### src/rtl/vx_perf_ctr_bank_pkg.sv
// Shared definitions for the performance counter bank:
// default counter/increment widths, the read FSM state type
// and the address width helper used for the read port.
package vx_perf_pkg;

  localparam int PERF_CTR_BITS = 44;
  localparam int PERF_INC_BITS = 4;

  typedef enum logic {
    RD_IDLE = 1'b0,
    RD_RSP  = 1'b1
  } rd_state_e;

  // Address width for a bank of n counters, never narrower than one bit.
  function automatic int addr_bits(input int n);
    return (n > 1) ? $clog2(n) : 1;
  endfunction

endpackage

### src/rtl/vx_perf_ctr_bank_ctr.sv
// Single event counter: accumulates a small per-cycle increment,
// either wrapping or clamping at all-ones, with a sticky overflow flag.
module vx_perf_ctr
  import vx_perf_pkg::*;
#(
  parameter int CTR_W    = PERF_CTR_BITS,
  parameter int INC_W    = PERF_INC_BITS,
  parameter int SATURATE = 0
) (
  input  logic             clk,
  input  logic             reset,
  input  logic             enable,
  input  logic             clear,
  input  logic [INC_W-1:0] inc,
  output logic [CTR_W-1:0] count,
  output logic             ovf
);

  logic [CTR_W-1:0] count_q;
  logic [CTR_W-1:0] count_d;
  logic             ovf_q;
  logic             ovf_d;
  logic [CTR_W:0]   sum;

  // Next count: clear wins, otherwise add with carry detection when enabled.
  always_comb begin
    sum     = {1'b0, count_q} + {{(CTR_W + 1 - INC_W){1'b0}}, inc};
    count_d = count_q;
    ovf_d   = ovf_q;
    if (clear) begin
      count_d = '0;
      ovf_d   = 1'b0;
    end else if (enable) begin
      if (sum[CTR_W]) begin
        ovf_d   = 1'b1;
        count_d = (SATURATE != 0) ? {CTR_W{1'b1}} : sum[CTR_W-1:0];
      end else begin
        count_d = sum[CTR_W-1:0];
      end
    end
  end

  // Counter and overflow flag registers.
  always_ff @(posedge clk or posedge reset) begin
    if (reset) begin
      count_q <= '0;
      ovf_q   <= 1'b0;
    end else begin
      count_q <= count_d;
      ovf_q   <= ovf_d;
    end
  end

  assign count = count_q;
  assign ovf   = ovf_q;

endmodule

### src/rtl/vx_perf_ctr_bank.sv
// Bank of independent event counters with a snapshot shadow copy
// and a one-outstanding-read request/response port onto the shadows.
module vx_perf_ctr_bank
  import vx_perf_pkg::*;
#(
  parameter int NUM_CTRS = 15,
  parameter int CTR_W    = PERF_CTR_BITS,
  parameter int INC_W    = PERF_INC_BITS,
  parameter int SATURATE = 0
) (
  input  logic                            clk,
  input  logic                            reset,
  input  logic                            enable,
  input  logic                            clear,
  input  logic [NUM_CTRS*INC_W-1:0]       inc,
  input  logic                            snap_valid,
  output logic                            snap_ready,
  input  logic                            rd_req_valid,
  input  logic [addr_bits(NUM_CTRS)-1:0]  rd_req_addr,
  output logic                            rd_req_ready,
  output logic                            rd_rsp_valid,
  output logic [CTR_W-1:0]                rd_rsp_data,
  input  logic                            rd_rsp_ready,
  output logic [NUM_CTRS-1:0]             ovf
);

  localparam int ADDR_W = addr_bits(NUM_CTRS);

  logic [CTR_W-1:0] live     [NUM_CTRS];
  logic [CTR_W-1:0] shadow_q [NUM_CTRS];
  logic [CTR_W-1:0] shadow_d [NUM_CTRS];
  logic [CTR_W-1:0] rsp_data_q;
  logic [CTR_W-1:0] rsp_data_d;
  logic [CTR_W-1:0] rd_sel;
  logic             snap_fire;
  rd_state_e        state_q;
  rd_state_e        state_d;

  for (genvar g = 0; g < NUM_CTRS; g++) begin : g_ctr
    vx_perf_ctr #(
      .CTR_W    (CTR_W),
      .INC_W    (INC_W),
      .SATURATE (SATURATE)
    ) u_ctr (
      .clk    (clk),
      .reset  (reset),
      .enable (enable),
      .clear  (clear),
      .inc    (inc[g*INC_W +: INC_W]),
      .count  (live[g]),
      .ovf    (ovf[g])
    );
  end

  // Shadow read mux; out-of-range addresses match nothing and read as zero.
  always_comb begin
    rd_sel = '0;
    for (int i = 0; i < NUM_CTRS; i++) begin
      if (rd_req_addr == ADDR_W'(i)) begin
        rd_sel = shadow_q[i];
      end
    end
  end

  // Read FSM next state, handshake outputs and response data capture.
  always_comb begin
    state_d      = state_q;
    rsp_data_d   = rsp_data_q;
    rd_req_ready = 1'b0;
    rd_rsp_valid = 1'b0;
    snap_ready   = 1'b0;
    case (state_q)
      RD_IDLE: begin
        rd_req_ready = 1'b1;
        snap_ready   = ~rd_req_valid;
        if (rd_req_valid) begin
          state_d    = RD_RSP;
          rsp_data_d = rd_sel;
        end
      end
      RD_RSP: begin
        rd_rsp_valid = 1'b1;
        if (rd_rsp_ready) begin
          state_d = RD_IDLE;
        end
      end
      default: state_d = RD_IDLE;
    endcase
  end

  // Snapshot copies the registered live values, i.e. before this cycle's update.
  always_comb begin
    snap_fire = snap_valid & snap_ready;
    for (int i = 0; i < NUM_CTRS; i++) begin
      shadow_d[i] = snap_fire ? live[i] : shadow_q[i];
    end
  end

  // Read FSM state and held response data.
  always_ff @(posedge clk or posedge reset) begin
    if (reset) begin
      state_q    <= RD_IDLE;
      rsp_data_q <= '0;
    end else begin
      state_q    <= state_d;
      rsp_data_q <= rsp_data_d;
    end
  end

  // Shadow registers; clear deliberately does not touch them.
  always_ff @(posedge clk or posedge reset) begin
    if (reset) begin
      for (int i = 0; i < NUM_CTRS; i++) begin
        shadow_q[i] <= '0;
      end
    end else begin
      shadow_q <= shadow_d;
    end
  end

  assign rd_rsp_data = rsp_data_q;

endmodule

### config.mk
export PLATFORM = sky130hd
export DESIGN_NAME = vx_perf_ctr_bank
export DESIGN_NICKNAME = d
export VERILOG_FILES = /design/src/rtl/vx_perf_ctr_bank_pkg.sv /design/src/rtl/vx_perf_ctr_bank_ctr.sv /design/src/rtl/vx_perf_ctr_bank.sv
export SDC_FILE = /design/constraint.sdc
export NUM_CORES = 2
export LEC_CHECK = 0
export CAP_MARGIN = 20
export CORE_MARGIN = 2
export CORE_UTILIZATION = 65
export DETAILED_ROUTE_END_ITERATION = 10
export PLACE_DENSITY = 0.83
export SYNTH_ARGS = -nofsm -noshare
export SYNTH_HDL_FRONTEND = slang
export SYNTH_SLANG_ARGS = --single-unit
### constraint.sdc
create_clock -name clk -period 73.6 [get_ports clk]
set_clock_uncertainty 0.15 [all_clocks]
set_input_delay 14.72 -clock clk [delete_from_list [all_inputs] [get_ports clk]]
set_output_delay 14.72 -clock clk [all_outputs]
set_load 0.05 [all_outputs]
==> run summary <==
Crit path kind: in -> out
Reg power frac: 46.9%
Vias/cell: 7.00
Area contributors post-synth: dfrtp_1 (51%), mux2_2 (12%), xnor2_1 (3.4%), nor2_1 (3.0%), a21oi_1 (2.7%)
Final setup fails: 0
Worst Hold Depth: 1
Synth area leader: dfrtp_1
H-tree depth: 4
First-pass GRT wire length: 314000 um
Height of the die: 327 um
TNS Setup: 0 ns
Worst slew margin: 21.6%
Grt met3 use: 10.4%
Fin nets: 6345
Clock Power Share: 42.0%
GRT Overall Usage: 38.3%
Total global routing overflow: 0
Max clock buf depth: 3
GRT Max-Usage Layer: met2
Vias in the first global route: 51687
Syn avg cell area: 10.9 um^2
Clk root buf: clkbuf_16
Final cell count without fillers: 7685
Slew @ Worst Pin: 1.17 ns
Synthesized area: 67900 um^2
Initial Util: 65.6%
Net Sw Power: 0.000454 W
Yosys cell types: 81
Mux contribution to synthesized area: 14.3%
Core ar.: 103000 um^2
Fin crit period: 31.24 ns
Total power draw: 0.00171 W
Grt met2 use: 56.1%
Post-synthesis simple-gate area fraction: 15.8%
Vias: 53799
Pwr/cell area: 22.9 nW/um^2
Die ar.: 107000 um^2
Setup slack after placement: 42.37 ns
Cells after DPL: 7428
Switching share of power: 26.5%
Antenna Nets Post-Route: 0
Top cells by count, synth: dfrtp_1 (1380), mux2_2 (696), nor2_1 (543)
Tcrit/Tclk final: 42.4%
Max cap viols: 0
CTS tree: yes
Drt initial violations: 7115
CTS buffer count: 142
Synth Instances: 6238
Comb power frac: 11.1%
Maximum vdd ir drop: 0.0252 mV
Adder-cell share of the synthesized area: 1.55%
Startpoint Class: input pin
Max Freq: 0.0320 GHz
Main combinational cell family by area after synthesis: simple AND/OR/NAND/NOR gates
Critical path required time: 58.73 ns
XOR/XNOR Fraction of Synth Area: 4.39%
Final Hold Viols: 0
Clock Latency Late Sink: 0.77 ns
Routability Congestion: 0.993
Layout fillers: 6827
Mapped Nets: 6384
# resized after CTS: 0
Largest net degree at the start of global routing: 190
Ys flop type: dfrtp_1
Initial antenna violation count: 4
# rows: 118
Global-route met1 utilization: 51.0%
Ports: 133
P_leak: 32.3 nW
DR WL/cell: 26.8 um
#FFs+latches synth: 1380
Residual DRC count: 0
Clock sink count: 1380
Area Growth Syn to Fin: 10.3%
Sequential area share after synthesis: 50.9%
Reg2reg path depth: 5
Hold_buf cts: 0
Internal power: 0.00126 W
EDFF count, synth: 0
Compound-Gate Fraction of Synth Area: 10.2%
Fraction of registers with async set or reset after synthesis: 100%
Clock slew at reported path FFs: 0.06 ns
RSZ-0062 raised after global routing: false
Status: complete, no violations
Count leader, synth: dfrtp_1
Setup bufs post-CTS: 0
Yosys top cell area share: 50.9%
Crit path max fanout: 7
Layout cell share with drive strength beyond 1: 17.7%
Worst setup EP type: output port
Synth warn: 0
Hold WC Path Type: reg -> reg
Port bufs: 132
Worst Setup Slack, final: 42.36 ns
Pre-Repair DR Iteration Count: 6
Final slew viol count: 0
Routed Wire Length: 206000 um
Dpl hpwl: 140000 um
Critical Path AT: 16.37 ns
Die Wd: 327 um
[routing by layer]
layer | part of all wire [%] | vias to the layer above
met5 | 0.017 | -
met1 | 37 | 27002
met3 | 12 | 711
met2 | 44 | 3271
li1 | - | 22811
met4 | 7.5 | 4
[placed cells by master, fill, tap and decap left out, types with 61 or more instances in the layout]
cell type        instances
a21oi_1                363
and3_1                  61
and4_1                  63
buf_4                   90
clkbuf_16              149
clkdlybuf4s50_1        126
dfrtp_1               1380
inv_1                   79
mux2_2                 696
mux2i_1                 97
nand2_1                277
nand3_1                162
nand4_1                154
nor2_1                 542
nor3_1                 127
nor4_1                 119
o21ai_0                251
o31ai_1                 80
or3_1                  177
or4_1                   92
xnor2_1                263
xor2_1                  77
[registers in the layout (all words and copies together), names as in the netlist]
signal and flops:
state_q 1, g_ctr.u_ctr.ovf 15, g_ctr.u_ctr.count 660, shadow_q 660, rd_rsp_data 44
[kinds of logic (layout without fill, tap and decap cells)]
kind of cell,after synthesis,in the layout
AND/OR/NAND/NOR,2010,2010
flip-flops,1380,1380
AO/OA/AOI/OAI,1105,1105
multiplexers,832,832
buffers and inverters,496,560
XOR/XNOR,340,340
adder cells (fa/ha/maj),75,75
other,0,3
[stage by stage]
step	hold WS, ns	area, um^2	utilization [%]
after floorplan	0.305	67900	-
after global placement	0.313	70100	67.7
after detailed placement	0.325	70100	67.7
after CTS	0.336	74700	72.2
after global routing	0.358	74900	72.3
final	0.336	74900	72.3
[worst max-delay path: stages]
cell	delay (ns)
clkdlybuf4s50_1	0.56
nor2_1	0.24
clkdlybuf4s50_1	0.84
[final timing paths]
check	startpoint	end	slack, ns
max	rd_req_valid	snap_ready	42.36
max in group asynchronous	reset	g_ctr[11].u_ctr.count[17]	55.15
min	g_ctr[13].u_ctr.ovf	g_ctr[13].u_ctr.ovf	0.34
max reg2reg	state_q	shadow_q[532]	69.64
min reg2reg	g_ctr[13].u_ctr.ovf	g_ctr[13].u_ctr.ovf	0.34
min in group asynchronous	reset	g_ctr[1].u_ctr.ovf	14.37
[power by group through the flow]
stage,combinational (W),clock [W],sequential [W]
floorplan,0.000102,0,0.000826
global placement,0.000180,0,0.000815
detailed placement,0.000184,0,0.000815
CTS,0.000186,0.000722,0.000802
global route,0.000200,0.000754,0.000804
finish,0.000190,0.000719,0.000804
[cell type report]
type / instances / area (um^2) / share of cell area [%]
antenna: 3 / 7.51 / 0.0100
clock buffer: 207 / 4270 / 5.70
clock inverter: 40 / 359 / 0.480
inverter: 81 / 312 / 0.416
multi-input combinational: 4362 / 31400 / 42.0
sequential: 1380 / 34500 / 46.1
tap: 1380 / 1730 / 2.31
timing repair buffer: 232 / 2210 / 2.96
No activity file was read; power rests on OpenSTA's default activity.
